$ cat src/rtl/thermal_pkg.sv
// Shared types and constants for the thermal charge controller.
package thermal_pkg;

  typedef enum logic [2:0] {
    ST_IDLE     = 3'd0,
    ST_FAST     = 3'd1,
    ST_SLOW     = 3'd2,
    ST_COOLDOWN = 3'd3,
    ST_FAULT    = 3'd4
  } state_e;

  localparam logic [1:0] RATE_OFF  = 2'b00;
  localparam logic [1:0] RATE_SLOW = 2'b01;
  localparam logic [1:0] RATE_FAST = 2'b10;

  localparam int unsigned DEF_TEMP_W         = 8;
  localparam int unsigned DEF_PCT_W          = 7;
  localparam int unsigned DEF_SLOW_START_PCT = 80;
  localparam int unsigned DEF_T_HOT          = 45;
  localparam int unsigned DEF_T_CRIT         = 60;
  localparam int unsigned DEF_T_HYST         = 3;
  localparam int unsigned DEF_SENSOR_TIMEOUT = 1000;
  localparam int unsigned DEF_FAN_MIN_ON     = 64;

  localparam int unsigned TEMP_RESET = 27;
  localparam int unsigned PCT_FULL   = 100;

  // Charge rate driven in a given state.
  function automatic logic [1:0] rate_of(input state_e s);
    case (s)
      ST_FAST: return RATE_FAST;
      ST_SLOW: return RATE_SLOW;
      default: return RATE_OFF;
    endcase
  endfunction

  // Cool-down release point, clamped at zero so it cannot wrap.
  function automatic int unsigned cool_limit(input int unsigned hot, input int unsigned hyst);
    return (hyst > hot) ? 0 : hot - hyst;
  endfunction

endpackage

$ cat src/rtl/thermal_charge_ctrl_if.sv
// Sensor/charger inputs and controller outputs of thermal_charge_ctrl.
interface thermal_charge_ctrl_if
  import thermal_pkg::*;
#(
  parameter int unsigned TEMP_W = DEF_TEMP_W,
  parameter int unsigned PCT_W  = DEF_PCT_W
);
  logic              charging;
  logic [PCT_W-1:0]  battery_percent;
  logic [TEMP_W-1:0] temp_in;
  logic              temp_valid;
  logic              fault_clr;
  logic [1:0]        rate_mode;
  logic              cooling_fan;
  logic              fault;
  logic              charge_done;
  logic [2:0]        state_o;
  logic [TEMP_W-1:0] temp_peak;

  modport master (
    output charging, battery_percent, temp_in, temp_valid, fault_clr,
    input  rate_mode, cooling_fan, fault, charge_done, state_o, temp_peak
  );

  modport slave (
    input  charging, battery_percent, temp_in, temp_valid, fault_clr,
    output rate_mode, cooling_fan, fault, charge_done, state_o, temp_peak
  );
endinterface

$ cat src/rtl/therm_fan_ctrl.sv
// Cooling fan: hysteresis around T_HOT plus optional minimum on-time.
// Build option THERM_FAN_MIN_ON_EN enables the FAN_MIN_ON hold after each turn-on.
module therm_fan_ctrl
  import thermal_pkg::*;
#(
  parameter int unsigned TEMP_W     = DEF_TEMP_W,
  parameter int unsigned T_HOT      = DEF_T_HOT,
  parameter int unsigned T_HYST     = DEF_T_HYST,
  parameter int unsigned FAN_MIN_ON = DEF_FAN_MIN_ON
) (
  input  logic              clk,
  input  logic              reset,
  input  logic              force_on,
  input  logic [TEMP_W-1:0] temp,
  output logic              fan_o
);
`ifdef THERM_FAN_MIN_ON_EN
  localparam int unsigned MIN_ON_CYC = FAN_MIN_ON;
`else
  localparam int unsigned MIN_ON_CYC = FAN_MIN_ON * 0;
`endif
  localparam int unsigned HOLD_W    = (MIN_ON_CYC > 2) ? $clog2(MIN_ON_CYC) : 1;
  localparam int unsigned HOLD_LOAD = (MIN_ON_CYC > 0) ? MIN_ON_CYC - 1 : 0;

  localparam logic [TEMP_W-1:0] HOT_T  = TEMP_W'(T_HOT);
  localparam logic [TEMP_W-1:0] COOL_T = TEMP_W'(cool_limit(T_HOT, T_HYST));

  logic              dem_d, dem_q;
  logic              fan_d, fan_q;
  logic [HOLD_W-1:0] hold_d, hold_q;

  // Demand with hysteresis: on at/above T_HOT or when forced, off at/below the release point.
  always_comb begin
    dem_d = dem_q;
    if (force_on || (temp >= HOT_T)) dem_d = 1'b1;
    else if (temp <= COOL_T)         dem_d = 1'b0;
  end

  // Fan output and min-on hold counter loaded on each off-to-on edge.
  always_comb begin
    fan_d  = dem_d | (hold_q != '0);
    hold_d = hold_q;
    if (!fan_q && fan_d)   hold_d = HOLD_W'(HOLD_LOAD);
    else if (hold_q != '0) hold_d = hold_q - HOLD_W'(1);
  end

  // Fan state registers.
  always_ff @(posedge clk or posedge reset) begin
    if (reset) begin
      dem_q  <= 1'b0;
      fan_q  <= 1'b0;
      hold_q <= '0;
    end else begin
      dem_q  <= dem_d;
      fan_q  <= fan_d;
      hold_q <= hold_d;
    end
  end

  assign fan_o = fan_q;

endmodule

$ cat src/rtl/thermal_charge_ctrl.sv
// Thermal-aware battery charge controller: rate selection, fan, fault handling.
// Build option THERM_FAN_MIN_ON_EN adds a minimum fan on-time (see therm_fan_ctrl).
module thermal_charge_ctrl
  import thermal_pkg::*;
#(
  parameter int unsigned TEMP_W         = DEF_TEMP_W,
  parameter int unsigned PCT_W          = DEF_PCT_W,
  parameter int unsigned SLOW_START_PCT = DEF_SLOW_START_PCT,
  parameter int unsigned T_HOT          = DEF_T_HOT,
  parameter int unsigned T_CRIT         = DEF_T_CRIT,
  parameter int unsigned T_HYST         = DEF_T_HYST,
  parameter int unsigned SENSOR_TIMEOUT = DEF_SENSOR_TIMEOUT,
  parameter int unsigned FAN_MIN_ON     = DEF_FAN_MIN_ON
) (
  input logic                  clk,
  input logic                  reset,
  thermal_charge_ctrl_if.slave bus
);
  localparam int unsigned TMO_W = $clog2(SENSOR_TIMEOUT + 1);

  localparam logic [TEMP_W-1:0] HOT_T     = TEMP_W'(T_HOT);
  localparam logic [TEMP_W-1:0] CRIT_T    = TEMP_W'(T_CRIT);
  localparam logic [TEMP_W-1:0] COOL_T    = TEMP_W'(cool_limit(T_HOT, T_HYST));
  localparam logic [TEMP_W-1:0] TEMP_INIT = TEMP_W'(TEMP_RESET);
  localparam logic [PCT_W-1:0]  SLOW_P    = PCT_W'(SLOW_START_PCT);
  localparam logic [PCT_W-1:0]  FULL_P    = PCT_W'(PCT_FULL);
  localparam logic [TMO_W-1:0]  TMO_MAX   = TMO_W'(SENSOR_TIMEOUT);

  state_e            state_d, state_q;
  logic [TEMP_W-1:0] temp_d, temp_q;
  logic [TEMP_W-1:0] peak_d, peak_q;
  logic [TMO_W-1:0]  tmo_d, tmo_q;
  logic              seen_d, seen_q;
  logic              done_d, done_q;
  logic              fault_d, fault_q;
  logic [1:0]        rate_d, rate_q;
  logic              hot_c, crit_c, cool_c, tmo_hit_c, fan_force_c;
  logic              fan_on;

  // Sensor datapath: latched sample, peak tracker, silence counter.
  always_comb begin
    temp_d = temp_q;
    peak_d = peak_q;
    tmo_d  = tmo_q;
    if (bus.temp_valid) temp_d = bus.temp_in;
    if (bus.temp_valid && (bus.temp_in > peak_q)) peak_d = bus.temp_in;
    if (!bus.charging || bus.temp_valid) tmo_d = '0;
    else if (tmo_q != TMO_MAX)           tmo_d = tmo_q + TMO_W'(1);
  end

  assign hot_c     = (temp_q >= HOT_T);
  assign crit_c    = (temp_q >= CRIT_T);
  assign cool_c    = (temp_q <= COOL_T);
  assign tmo_hit_c = (tmo_d == TMO_MAX);

  // A sample counts toward fault release only if it arrives while already in FAULT.
  assign seen_d = (state_q == ST_FAULT) && (seen_q || bus.temp_valid);

  // FSM state register.
  always_ff @(posedge clk or posedge reset) begin
    if (reset) state_q <= ST_IDLE;
    else       state_q <= state_d;
  end

  // Next state: fault entry first, then charger removal, then per-state rules.
  always_comb begin
    state_d = state_q;
    if (state_q == ST_FAULT) begin
      if (bus.fault_clr && cool_c && seen_q) state_d = ST_IDLE;
    end else if (crit_c || tmo_hit_c) begin
      state_d = ST_FAULT;
    end else if (!bus.charging) begin
      state_d = ST_IDLE;
    end else begin
      case (state_q)
        ST_IDLE: begin
          if (hot_c)                               state_d = ST_COOLDOWN;
          else if (bus.battery_percent < SLOW_P)   state_d = ST_FAST;
          else if (bus.battery_percent < FULL_P)   state_d = ST_SLOW;
        end
        ST_FAST: begin
          if (hot_c)                               state_d = ST_COOLDOWN;
          else if (bus.battery_percent >= SLOW_P)  state_d = ST_SLOW;
        end
        ST_SLOW: begin
          if (hot_c)                               state_d = ST_COOLDOWN;
          else if (bus.battery_percent >= FULL_P)  state_d = ST_IDLE;
        end
        ST_COOLDOWN: begin
          if (cool_c) state_d = (bus.battery_percent < SLOW_P) ? ST_FAST : ST_SLOW;
        end
        default: state_d = state_q;
      endcase
    end
  end

  // Output decode from the next state so outputs land with the state change.
  always_comb begin
    rate_d      = rate_of(state_d);
    fault_d     = (state_d == ST_FAULT);
    fan_force_c = (state_d == ST_COOLDOWN) || (state_d == ST_FAULT);
    done_d      = done_q;
    if (!bus.charging || (bus.battery_percent < FULL_P))  done_d = 1'b0;
    else if ((state_q == ST_SLOW) && (state_d == ST_IDLE)) done_d = 1'b1;
  end

  // Datapath and output registers.
  always_ff @(posedge clk or posedge reset) begin
    if (reset) begin
      temp_q  <= TEMP_INIT;
      peak_q  <= '0;
      tmo_q   <= '0;
      seen_q  <= 1'b0;
      done_q  <= 1'b0;
      fault_q <= 1'b0;
      rate_q  <= RATE_OFF;
    end else begin
      temp_q  <= temp_d;
      peak_q  <= peak_d;
      tmo_q   <= tmo_d;
      seen_q  <= seen_d;
      done_q  <= done_d;
      fault_q <= fault_d;
      rate_q  <= rate_d;
    end
  end

  therm_fan_ctrl #(
    .TEMP_W     (TEMP_W),
    .T_HOT      (T_HOT),
    .T_HYST     (T_HYST),
    .FAN_MIN_ON (FAN_MIN_ON)
  ) u_fan (
    .clk      (clk),
    .reset    (reset),
    .force_on (fan_force_c),
    .temp     (temp_q),
    .fan_o    (fan_on)
  );

  assign bus.rate_mode   = rate_q;
  assign bus.cooling_fan = fan_on;
  assign bus.fault       = fault_q;
  assign bus.charge_done = done_q;
  assign bus.state_o     = state_q;
  assign bus.temp_peak   = peak_q;

endmodule
$ cat src/flat_wrapper.sv
// flat-port wrapper written by rule: the top's interface ports become plain ports
module thermal_charge_ctrl_flat import thermal_pkg::*;
#(
  parameter int unsigned TEMP_W         = DEF_TEMP_W,
  parameter int unsigned PCT_W          = DEF_PCT_W,
  parameter int unsigned SLOW_START_PCT = DEF_SLOW_START_PCT,
  parameter int unsigned T_HOT          = DEF_T_HOT,
  parameter int unsigned T_CRIT         = DEF_T_CRIT,
  parameter int unsigned T_HYST         = DEF_T_HYST,
  parameter int unsigned SENSOR_TIMEOUT = DEF_SENSOR_TIMEOUT,
  parameter int unsigned FAN_MIN_ON     = DEF_FAN_MIN_ON
)
  (clk, reset, bus_charging, bus_battery_percent, bus_temp_in, bus_temp_valid, bus_fault_clr, bus_rate_mode, bus_cooling_fan, bus_fault, bus_charge_done, bus_state_o, bus_temp_peak);
  thermal_charge_ctrl_if #(.TEMP_W(TEMP_W), .PCT_W(PCT_W)) bus_i ();
  input logic clk;
  input logic reset;
  input wire logic [$bits(bus_i.charging)-1:0] bus_charging;
  input wire logic [$bits(bus_i.battery_percent)-1:0] bus_battery_percent;
  input wire logic [$bits(bus_i.temp_in)-1:0] bus_temp_in;
  input wire logic [$bits(bus_i.temp_valid)-1:0] bus_temp_valid;
  input wire logic [$bits(bus_i.fault_clr)-1:0] bus_fault_clr;
  output wire logic [$bits(bus_i.rate_mode)-1:0] bus_rate_mode;
  output wire logic [$bits(bus_i.cooling_fan)-1:0] bus_cooling_fan;
  output wire logic [$bits(bus_i.fault)-1:0] bus_fault;
  output wire logic [$bits(bus_i.charge_done)-1:0] bus_charge_done;
  output wire logic [$bits(bus_i.state_o)-1:0] bus_state_o;
  output wire logic [$bits(bus_i.temp_peak)-1:0] bus_temp_peak;
  assign bus_i.charging = bus_charging;
  assign bus_i.battery_percent = bus_battery_percent;
  assign bus_i.temp_in = bus_temp_in;
  assign bus_i.temp_valid = bus_temp_valid;
  assign bus_i.fault_clr = bus_fault_clr;
  assign bus_rate_mode = bus_i.rate_mode;
  assign bus_cooling_fan = bus_i.cooling_fan;
  assign bus_fault = bus_i.fault;
  assign bus_charge_done = bus_i.charge_done;
  assign bus_state_o = bus_i.state_o;
  assign bus_temp_peak = bus_i.temp_peak;
  thermal_charge_ctrl #(.TEMP_W(TEMP_W), .PCT_W(PCT_W), .SLOW_START_PCT(SLOW_START_PCT), .T_HOT(T_HOT), .T_CRIT(T_CRIT), .T_HYST(T_HYST), .SENSOR_TIMEOUT(SENSOR_TIMEOUT), .FAN_MIN_ON(FAN_MIN_ON)) u_core (.clk(clk), .reset(reset), .bus(bus_i));
endmodule
$ cat config.mk
export PLATFORM = sky130hd
export DESIGN_NAME = thermal_charge_ctrl_flat
export DESIGN_NICKNAME = d
export VERILOG_FILES = /design/src/rtl/thermal_pkg.sv /design/src/rtl/thermal_charge_ctrl_if.sv /design/src/rtl/therm_fan_ctrl.sv /design/src/rtl/thermal_charge_ctrl.sv /design/src/flat_wrapper.sv
export SDC_FILE = /design/constraint.sdc
export NUM_CORES = 1
export LEC_CHECK = 0
export ABC_AREA = 1
export CORE_AREA = 2 2 88 90
export CTS_CLUSTER_DIAMETER = 150
export DETAILED_ROUTE_END_ITERATION = 6
export DIE_AREA = 0 0 90 92
export RECOVER_POWER = 25
export SLEW_MARGIN = 5
export SYNTH_ARGS = -nofsm -noshare
export SYNTH_HDL_FRONTEND = slang
export SYNTH_SLANG_ARGS = --single-unit
export TNS_END_PERCENT = 1
$ cat constraint.sdc
create_clock -name clk -period 2.5 [get_ports clk]
set_input_delay 0.375 -clock clk [delete_from_list [all_inputs] [get_ports clk]]
set_output_delay 0.375 -clock clk [all_outputs]
set_load 0.005 [all_outputs]
==> flow_metrics.env, run 1 <==
export IMPL_final_instance_area_mm2=0.00269
export IMPL_whs_ps=481
export IMPL_core_rowCount=32
export IMPL_hold_viol_final=0
export IMPL_clk_path_buf_depth=2
export IMPL_antenna_found_initial=0
export IMPL_clock_slew_at_reported_path_ffs_ps=70
export IMPL_grt_usage_pct=11.5
export IMPL_detailed_route_via_count=1862
export IMPL_path_class="input port to register"
export IMPL_post_synth_and_or_nand_nor_area_fraction_pct=32.3
export IMPL_fmax_mhz=444
export IMPL_cts_made_buffers=5
export IMPL_iteration_count_of_the_initial_detailed_routing_pass=4
export IMPL_hpwlAfterDp_um=3460
export IMPL_path_delay_family="compound AO/OA/AOI/OAI gates"
export IMPL_wire_length_of_the_first_global_routing_pass_um=7860
export IMPL_crit_reg2reg_launch="u_core.bus.temp_peak[7]"
export IMPL_critical_path_buf_inv_count=1
export IMPL_timing_worst_slew_pin_value_ps=996
export IMPL_final_antenna_net_count=0
export IMPL_fraction_of_final_layout_cells_sized_beyond_drive_strength_1_pct=15.0
export IMPL_finalSetupViolations=0
export IMPL_dpl_cell_count=413
export IMPL_mostFrequentLayoutCells="sky130_fd_sc_hd__nand2_1, sky130_fd_sc_hd__inv_1, sky130_fd_sc_hd__clkdlybuf4s50_1"
export IMPL_detail_route_wirelength_um=4400
export IMPL_total_standard_cell_area_after_synthesis_mm2=0.00212
export IMPL_path_depth=5
export IMPL_critPathLaunchType="input port"
export IMPL_std_cell_core_area_mm2=0.00745
export IMPL_flow_area_growth_from_synthesis_pct=27.0
export IMPL_io_pin_count=36
export IMPL_clk_latency_ps=280
export IMPL_synth_top_family_by_area="simple AND/OR/NAND/NOR gates"
export IMPL_total_clock_sinks=35
export IMPL_worstHoldPathType="register to register"
export IMPL_yosys_area_share_xor_xnor_pct=0.827
export IMPL_commonest_non_fill_non_tap_cell_in_the_layout="sky130_fd_sc_hd__nand2_1"
export IMPL_die_area_mm2=0.00828
export IMPL_synth_compound_area_share_pct=10.4
export IMPL_n_fill_cell=783
export IMPL_final_setup_skew_ps=6.54
export IMPL_drv_slew=0
export IMPL_layout_cells_non_filler=421
export IMPL_nets=348
export IMPL_power_density_mw_per_mm2=707
export IMPL_critical_path_cell_sequence="clkdlybuf4s50_1 > ha_1 > nand4_1 > o311ai_2 > o21ai_0"
export IMPL_gp_routability_congestion=0.824
export IMPL_place_area_mm2=0.00261
export IMPL_yosysSeqAreaShare_pct=41.6
export IMPL_synthesis_yosys_warnings=0
export IMPL_ys_ff_latch=35
export IMPL_power_leakage_uw=0.00127
export IMPL_maximum_number_of_pins_on_one_net_before_global_route_repair=36
export IMPL_wl_per_cell_um=10.4
export IMPL_detail_route_drc_violations=0
export IMPL_vdd_ir_drop_max_mv=0.377
export IMPL_yosys_area_share_adder_pct=5.91
export IMPL_syn_inst=275
export IMPL_max_stage_delay_ps=900
export IMPL_utilization_after_layout_pct=36.1
export IMPL_cts_repair_timing_setup_buffer_count=0
export IMPL_maxSlewHeadroom_pct=33.5
export IMPL_start_util_pct=28.4
export IMPL_r2r_setup_slack_ps=360
export IMPL_r2r_worst_path_cells=5
export IMPL_outcome="finished, final reports clean"
export IMPL_io_buffer_count=33
export IMPL_die_height_um=92
export IMPL_area_sequential_um2=881
export IMPL_startpoint="bus_temp_in[7]"
export IMPL_endpoint_kind="register"
export IMPL_r2r_end="u_core.bus.temp_peak[0]"
export IMPL_critPathMaxFanout=16
export IMPL_worst_setup_path_endpoint="u_core.bus.temp_peak[0]"
export IMPL_cap_violations=0
export IMPL_totalNegativeSetupSlack_ps=0
export IMPL_post_route_min_period_ps=2250
export IMPL_clock_root_buffer="sky130_fd_sc_hd__clkbuf_8"
export IMPL_grt_overflow_total=0
export IMPL_critPathSlowestCell="sky130_fd_sc_hd__o311ai_2"
export IMPL_multi_input_comb_area_mm2=0.00105
export IMPL_syn_nets=305
export IMPL_cts_tree="built"
export IMPL_cts_hold_fix_buffers=0
export IMPL_synth_area_mux_share_pct=0
export IMPL_postSynthAreaPerCell_um2=7.70
export IMPL_grt_pass1_vias=1793
export IMPL_crit_required_ps=2620
export IMPL_grt_setup_unrepaired="no"
export IMPL_drt_initial_drc_count=71
export IMPL_die_x_um=90
export IMPL_cts_repair_resize_count=0
export IMPL_worst_ep_arrival_time_ps=2370
export IMPL_detail_route_vias_per_cell=4.42
export IMPL_post_synth_num_cell_types=31
export IMPL_final_period_utilization_pct=90.2
export IMPL_cts_htree_levels=2
export IMPL_n_antenna_cell=0
## worst reg2reg max path, cell delays in order, from the launching register on
cell                       delay, ps
sky130_fd_sc_hd__dfrtp_1         350
sky130_fd_sc_hd__inv_1            60
sky130_fd_sc_hd__ha_1            310
sky130_fd_sc_hd__nand4_1         150
sky130_fd_sc_hd__o311ai_2        900
sky130_fd_sc_hd__o21ai_0         210
## area by class of cell
class / instances / share of cell area, %
Clock buffer: 6 / 2.70
Inverter: 45 / 6.47
Timing Repair Buffer: 39 / 13.9
Clock inverter: 2 / 0.466
Sequential cell: 35 / 32.8
Tap cell: 102 / 4.75
Multi-Input combinational cell: 192 / 39.0
## metal layers
layer  GRT usage (%)  share of wire, %  vias up
li1                -                 -      967
met1            15.3                49      857
met2            18.2                46       34
met3            3.04               4.1        4
met4            3.72              0.73        0
met5               0                 0        -
## cells in the mapped netlist
library cell / instances / share of area, %
sky130_fd_sc_hd__a21oi_1: 17 / 4.0
sky130_fd_sc_hd__a21oi_2: 3 / 1.2
sky130_fd_sc_hd__a31o_2: 1 / 0.41
sky130_fd_sc_hd__a31oi_1: 2 / 0.59
sky130_fd_sc_hd__buf_4: 1 / 0.35
sky130_fd_sc_hd__clkbuf_1: 2 / 0.35
sky130_fd_sc_hd__clkinv_1: 1 / 0.18
sky130_fd_sc_hd__dfrtp_1: 31 / 37
sky130_fd_sc_hd__dfstp_2: 4 / 5.0
sky130_fd_sc_hd__ha_1: 10 / 5.9
sky130_fd_sc_hd__inv_1: 41 / 7.3
sky130_fd_sc_hd__inv_2: 2 / 0.35
sky130_fd_sc_hd__inv_6: 1 / 0.41
sky130_fd_sc_hd__nand2_1: 72 / 13
sky130_fd_sc_hd__nand2_2: 3 / 0.89
sky130_fd_sc_hd__nand2_4: 4 / 2.1
sky130_fd_sc_hd__nand3_1: 13 / 3.1
sky130_fd_sc_hd__nand3_2: 3 / 1.4
sky130_fd_sc_hd__nand3b_1: 1 / 0.35
sky130_fd_sc_hd__nand3b_2: 1 / 0.53
sky130_fd_sc_hd__nand4_1: 7 / 2.1
sky130_fd_sc_hd__nor2_1: 24 / 4.3
sky130_fd_sc_hd__nor2_2: 10 / 3.0
sky130_fd_sc_hd__nor3_1: 3 / 0.71
sky130_fd_sc_hd__nor4_2: 2 / 1.2
sky130_fd_sc_hd__o21a_1: 1 / 0.35
sky130_fd_sc_hd__o21ai_0: 9 / 2.1
sky130_fd_sc_hd__o21ai_1: 2 / 0.47
sky130_fd_sc_hd__o221ai_1: 1 / 0.41
sky130_fd_sc_hd__o311ai_2: 1 / 0.77
sky130_fd_sc_hd__xor2_1: 2 / 0.83
## worst min path at each step
stage                           startpoint               end  slack [ps]  cells after the start
after detailed placement  u_core.temp_q[3]  u_core.temp_q[3]         470                      2
after global placement    u_core.temp_q[3]  u_core.temp_q[3]         460                      2
final                     u_core.temp_q[3]  u_core.temp_q[3]         480                      2
after floorplan             bus_temp_valid  u_core.temp_q[1]         450                      1
after global routing      u_core.temp_q[3]  u_core.temp_q[3]         520                      2
after CTS                 u_core.temp_q[3]  u_core.temp_q[3]         490                      2
## kinds of logic (layout without fill, tap and decap cells)
kind of cell               Yosys count  after routing
buffers and inverters               48             92
adders and majority gates           10             10
AOI/OAI and AO/OA                   37             37
and+or+nand+nor                    143            143
DFF                                 35             35
xor gates and xnor gates             2              2
## power by group
part | total (uW) | internal [uW] | switching, uW
clock network | 402 | 195 | 207
logic | 749 | 352 | 397
registers | 750 | 678 | 71.9
total | 1900 | 1220 | 676
## metrics by stage
step / power (uW) / setup WS, ps
after floorplan: 1200 / 692
after global placement: 1500 / 27.1
after detailed placement: 1520 / -66.5
after CTS: 1930 / 227
after global routing: 2050 / 78.3
final: 1900 / 246
## state kept, by name, indices dropped and copies added, names as in the netlist
signal / flops
u_core.seen_q: 1
u_core.bus.fault: 1
u_core.u_fan.dem_q: 1
u_core.bus.state_o: 3
u_core.temp_q: 8
u_core.bus.rate_mode: 2
u_core.bus.charge_done: 1
u_core.tmo_q: 10
u_core.bus.temp_peak: 8
Note: power is estimated with default switching activity, not from simulation.
==> inputs of run 2 (changes only) <==
PLACE_DENSITY = 0.54   (was not set)
==> run 2 against run 1 <==
  * Cell count increased by 0.24%
  * Sequential cell count is the same
  * Critical path depth is the same
  * Sequential power hardly changed
  * Count of clock-buffer cells in the layout unchanged
  * Power rose by 7.8%
  * Hold slack worse by 12 ps
  * Setup slack improved by 69 ps
  * Global-route usage rose by 0.33 points
  * Clock skew is 3.3 ps lower
  * Sequential share of layout area fell by 0.48 points
  * Critical endpoint unchanged
==> flow_metrics.env, run 2 (same netlist as run 1, synthesis figures left out) <==
export IMPL_mostFrequentLayoutCells="sky130_fd_sc_hd__nand2_1, sky130_fd_sc_hd__inv_1, sky130_fd_sc_hd__clkdlybuf4s50_1"
export IMPL_maximum_number_of_pins_on_one_net_before_global_route_repair=36
export IMPL_final_instance_area_mm2=0.00273
export IMPL_flow_area_growth_from_synthesis_pct=28.8
export IMPL_timing_worst_slew_pin_value_ps=991
export IMPL_grt_usage_pct=11.8
export IMPL_path_class="input port to register"
export IMPL_r2r_setup_slack_ps=410
export IMPL_fraction_of_final_layout_cells_sized_beyond_drive_strength_1_pct=15.6
export IMPL_detailed_route_via_count=1836
export IMPL_cts_repair_timing_setup_buffer_count=0
export IMPL_critical_path_cell_sequence="clkdlybuf4s50_1 > ha_1 > nand4_1 > o311ai_2 > o21ai_0"
export IMPL_endpoint_kind="register"
export IMPL_cap_violations=0
export IMPL_critical_path_buf_inv_count=1
export IMPL_start_util_pct=28.4
export IMPL_n_antenna_cell=0
export IMPL_total_clock_sinks=35
export IMPL_io_buffer_count=33
export IMPL_critPathLaunchType="input port"
export IMPL_clock_slew_at_reported_path_ffs_ps=70
export IMPL_cts_hold_fix_buffers=0
export IMPL_clk_latency_ps=300
export IMPL_maxSlewHeadroom_pct=33.8
export IMPL_iteration_count_of_the_initial_detailed_routing_pass=4
export IMPL_worst_setup_path_endpoint="u_core.bus.temp_peak[0]"
export IMPL_die_x_um=90
export IMPL_cts_repair_resize_count=0
export IMPL_post_route_min_period_ps=2190
export IMPL_vdd_ir_drop_max_mv=0.356
export IMPL_hold_viol_final=0
export IMPL_hpwlAfterDp_um=3380
export IMPL_cts_made_buffers=5
export IMPL_max_stage_delay_ps=890
export IMPL_path_delay_family="compound AO/OA/AOI/OAI gates"
export IMPL_finalSetupViolations=0
export IMPL_dpl_cell_count=414
export IMPL_place_area_mm2=0.00261
export IMPL_multi_input_comb_area_mm2=0.00105
export IMPL_area_sequential_um2=881
export IMPL_power_density_mw_per_mm2=751
export IMPL_cts_htree_levels=2
export IMPL_layout_cells_non_filler=422
export IMPL_die_height_um=92
export IMPL_startpoint="bus_temp_in[7]"
export IMPL_die_area_mm2=0.00828
export IMPL_worst_ep_arrival_time_ps=2330
export IMPL_grt_overflow_total=0
export IMPL_core_rowCount=32
export IMPL_grt_setup_unrepaired="no"
export IMPL_antenna_found_initial=0
export IMPL_final_antenna_net_count=0
export IMPL_path_depth=5
export IMPL_report_power_total_uw=2050
export IMPL_commonest_non_fill_non_tap_cell_in_the_layout="sky130_fd_sc_hd__nand2_1"
export IMPL_utilization_after_layout_pct=36.6
export IMPL_final_period_utilization_pct=87.4
export IMPL_largest_reg_flops=10
export IMPL_crit_reg2reg_launch="u_core.bus.temp_peak[7]"
export IMPL_fmax_mhz=458
export IMPL_crit_required_ps=2640
export IMPL_r2r_end="u_core.bus.temp_peak[0]"
export IMPL_detail_route_vias_per_cell=4.35
export IMPL_critPathMaxFanout=16
export IMPL_nets=349
export IMPL_n_fill_cell=822
export IMPL_drv_slew=0
export IMPL_critPathSlowestCell="sky130_fd_sc_hd__o311ai_2"
export IMPL_drt_initial_drc_count=54
export IMPL_detail_route_wirelength_um=4470
export IMPL_wl_per_cell_um=10.6
export IMPL_detail_route_drc_violations=0
export IMPL_gp_routability_congestion=0.820
export IMPL_wire_length_of_the_first_global_routing_pass_um=7930
export IMPL_clk_path_buf_depth=2
export IMPL_worstHoldPathType="register to register"
export IMPL_io_pin_count=36
export IMPL_registers_top_by_ff_count="u_core.tmo_q"
export IMPL_clock_root_buffer="sky130_fd_sc_hd__clkbuf_8"
export IMPL_final_setup_skew_ps=3.25
export IMPL_std_cell_core_area_mm2=0.00745
export IMPL_r2r_worst_path_cells=5
export IMPL_power_leakage_uw=0.00130
export IMPL_grt_pass1_vias=1833
export IMPL_cts_tree="built"
export IMPL_whs_ps=469
export IMPL_outcome="finished, final reports clean"
run 2: changes by cell type in the layout (fill, tap and decap cells not counted):
cell                         change
sky130_fd_sc_hd__clkbuf_8        +1
sky130_fd_sc_hd__clkbuf_1        -1
sky130_fd_sc_hd__clkinvlp_4      -1
sky130_fd_sc_hd__bufinv_16       +1
sky130_fd_sc_hd__buf_4           +1
run 2: metal layers:
metal	wire, um	vias to the layer above	track usage (%)
li1	-	966	-
met1	2180	832	15.0
met2	1990	31	19.2
met3	217	7	2.96
met4	80	0	5.00
met5	0	-	0
run 2: worst min-delay path by stage:
stage                                 from                to  slack, ps  cells after the start
after floorplan             bus_temp_valid  u_core.temp_q[1]        450                      1
after global placement    u_core.temp_q[3]  u_core.temp_q[3]        460                      2
after detailed placement  u_core.temp_q[3]  u_core.temp_q[3]        460                      2
after CTS                 u_core.temp_q[3]  u_core.temp_q[3]        480                      2
after global routing      u_core.temp_q[3]  u_core.temp_q[3]        500                      2
final                     u_core.temp_q[3]  u_core.temp_q[3]        470                      2
run 2: layout make-up:
cell class	count	share of cell area, %
clock inverter	2	1.28
sequential	35	32.3
timing repair buffer	40	13.9
inverter	45	6.38
tap	102	4.68
clock buffer	6	3.03
multi-input combinational	192	38.4
run 2: power breakdown:
part | total [uW] | leakage, uW | internal, uW | switching [uW]
sequential | 748 | 0.000429 | 678 | 69.6
combinational | 753 | 0.000808 | 351 | 402
clock | 548 | 0.0000612 | 323 | 225
total | 2050 | 0.00130 | 1350 | 696
run 2: worst register-to-register path, delay by kind of cell, from the launching register on:
family	cells	cell delay, ps
AOI/OAI and AO/OA	2	1060
DFF	1	350
adders and majority gates	1	310
and+or+nand+nor	1	140
buffers and inverters	1	60
run 2: metrics by stage:
stage | TNS, ps | setup slack [ps]
CTS | 0 | 300
global route | 0 | 130
finish | 0 | 315
detailed placement | -67.8 | -26.0
floorplan | 0 | 692
global placement | 0 | 15.4
==> inputs of run 3 (changes only) <==
clock period = 2.3 ns   (was 2.5 ns; I/O delays follow)
==> run 3 against run 2 <==
  * Die area did not move
  * Clock power fell by 16%
  * Cell count is 0.95% higher
  * Core utilization increased by 0.18 points
  * Non-clock buffer count increased by 4
  * Hold slack better by 3.2 ps
  * Critical path type unchanged
  * Design area increased by 0.50%
  * Wire length is 1.9% lower
  * Power increased by 3.6%
  * Count of clock-buffer cells in the layout rose by 1
==> flow_metrics.env, run 3 (same netlist as run 1, synthesis figures left out) <==
export IMPL_startpoint="bus_temp_in[3]"
export IMPL_start_util_pct=28.4
export IMPL_final_instance_area_mm2=0.00274
export IMPL_final_setup_skew_ps=3.68
export IMPL_gp_routability_congestion=0.802
export IMPL_p_comb_share_pct=39.9
export IMPL_power_leakage_uw=0.00131
export IMPL_detail_route_vias_per_cell=4.25
export IMPL_fraction_of_final_layout_cells_sized_beyond_drive_strength_1_pct=16.4
export IMPL_totalNegativeSetupSlack_ps=0
export IMPL_outcome="finished, final reports clean"
export IMPL_switching_share_pct=35.1
export IMPL_maximum_number_of_pins_on_one_net_before_global_route_repair=36
export IMPL_clk_latency_ps=280
export IMPL_die_x_um=90
export IMPL_wire_length_of_the_first_global_routing_pass_um=7940
export IMPL_power_frac_clock_pct=21.7
export IMPL_wl_per_cell_um=10.3
export IMPL_commonest_non_fill_non_tap_cell_in_the_layout="sky130_fd_sc_hd__nand2_1"
export IMPL_cap_violations=0
export IMPL_core_rowCount=32
export IMPL_endpoint_kind="register"
export IMPL_crit_reg2reg_launch="u_core.tmo_q[0]"
export IMPL_largest_reg_flops=10
export IMPL_hold_viol_final=0
export IMPL_detailed_route_via_count=1811
export IMPL_registers_top_by_ff_count="u_core.tmo_q"
export IMPL_power_density_mw_per_mm2=774
export IMPL_clk_path_buf_depth=2
export IMPL_finalSetupViolations=0
export IMPL_post_route_min_period_ps=1990
export IMPL_n_fill_cell=809
export IMPL_internal_power_uw=1380
export IMPL_vdd_ir_drop_max_mv=0.439
export IMPL_clock_slew_at_reported_path_ffs_ps=70
export IMPL_detail_route_drc_violations=0
export IMPL_r2r_setup_slack_ps=330
export IMPL_cts_htree_levels=2
export IMPL_clock_root_buffer="sky130_fd_sc_hd__clkbuf_8"
export IMPL_final_period_utilization_pct=86.4
export IMPL_drt_initial_drc_count=47
export IMPL_crit_required_ps=2440
export IMPL_fmax_mhz=503
export IMPL_die_area_mm2=0.00828
export IMPL_die_height_um=92
export IMPL_detail_route_wirelength_um=4390
export IMPL_worst_ep_arrival_time_ps=2130
export IMPL_mostFrequentLayoutCells="sky130_fd_sc_hd__nand2_1, sky130_fd_sc_hd__inv_1, sky130_fd_sc_hd__clkdlybuf4s50_1"
export IMPL_grt_setup_unrepaired="no"
export IMPL_grt_pass1_vias=1878
export IMPL_n_antenna_cell=0
export IMPL_cts_tree="built"
export IMPL_critPathLaunchType="input port"
export IMPL_hold_path_startpoint="u_core.temp_q[3]"
export IMPL_total_clock_sinks=35
export IMPL_power_share_sequential_pct=38.4
export IMPL_path_class="input port to register"
export IMPL_place_area_mm2=0.00264
export IMPL_flow_area_growth_from_synthesis_pct=29.5
export IMPL_hpwlAfterDp_um=3430
export IMPL_worstHoldPathType="register to register"
export IMPL_std_cell_core_area_mm2=0.00745
export IMPL_antenna_found_initial=0
export IMPL_final_antenna_net_count=0
export IMPL_grt_usage_pct=11.5
export IMPL_grt_overflow_total=0
export IMPL_io_pin_count=36
export IMPL_critPathMaxFanout=16
export IMPL_cts_made_buffers=5
export IMPL_p_sw_uw=745
export IMPL_maxSlewHeadroom_pct=40.8
export IMPL_timing_worst_slew_pin_value_ps=888
export IMPL_nets=353
export IMPL_iteration_count_of_the_initial_detailed_routing_pass=4
export IMPL_io_buffer_count=33
export IMPL_drv_slew=0
export IMPL_report_power_total_uw=2120
[run 3: critical path, stage by stage]
cell,delay (ps)
sky130_fd_sc_hd__clkdlybuf4s50_1,420
sky130_fd_sc_hd__ha_1,300
sky130_fd_sc_hd__nand2_1,110
sky130_fd_sc_hd__o21a_1,210
sky130_fd_sc_hd__o221ai_1,250
sky130_fd_sc_hd__o311ai_4,280
sky130_fd_sc_hd__nor2_1,160
sky130_fd_sc_hd__a21oi_1,50
[run 3: cell type report]
cell class                 count  area (um^2)  share of cell area [%]
tap                          102          128                    4.66
multi-input combinational    192         1060                    38.6
timing repair buffer          44          410                    15.0
clock buffer                   7         86.3                    3.15
inverter                      45          174                    6.34
sequential                    35          881                    32.1
clock inverter                 1         5.00                   0.183
[run 3: what timing repair did]
item / 4_1_cts / 5_1_grt
buffers inserted: 0 / 0
endpoints found under the setup margin: 0 / 6
hold buffers: 0 / 0
hold endpoints to repair: 0 / 0
resized for setup: 0 / 1
[run 3: through the flow]
stage | hold slack, ps | std cells | setup WS, ps | utilization (%)
global route | 508 | 426 | 55.1 | 36.8
detailed placement | 464 | 418 | -164 | 35.5
floorplan | 419 | 275 | 492 | -
finish | 473 | 426 | 314 | 36.8
CTS | 475 | 426 | 138 | 36.7
global placement | 465 | 418 | -140 | 35.5
[run 3: worst paths after layout]
kind	depth (start not counted)	end
worst min-delay path	2	u_core.temp_q[3]
worst max register to register	14	u_core.bus.charge_done
worst min register to register	2	u_core.temp_q[3]
worst max-delay path	8	u_core.bus.temp_peak[6]
min in group asynchronous	3	u_core.bus.temp_peak[6]
max in group asynchronous	3	u_core.bus.state_o[0]
[run 3: power groups by stage]
stage | logic (uW) | clock network (uW) | registers, uW
after CTS | 844 | 475 | 816
after global placement | 831 | 0 | 829
after global routing | 962 | 497 | 833
after detailed placement | 842 | 0 | 823
final | 846 | 460 | 816
after floorplan | 483 | 0 | 821
[run 3: per-layer routing]
layer | routed length (um) | vias up | GRT usage [%]
li1 | - | 970 | -
met1 | 2210 | 806 | 14.9
met2 | 1960 | 29 | 19.1
met3 | 154 | 6 | 2.88
met4 | 57 | 0 | 3.21
met5 | 0 | - | 0
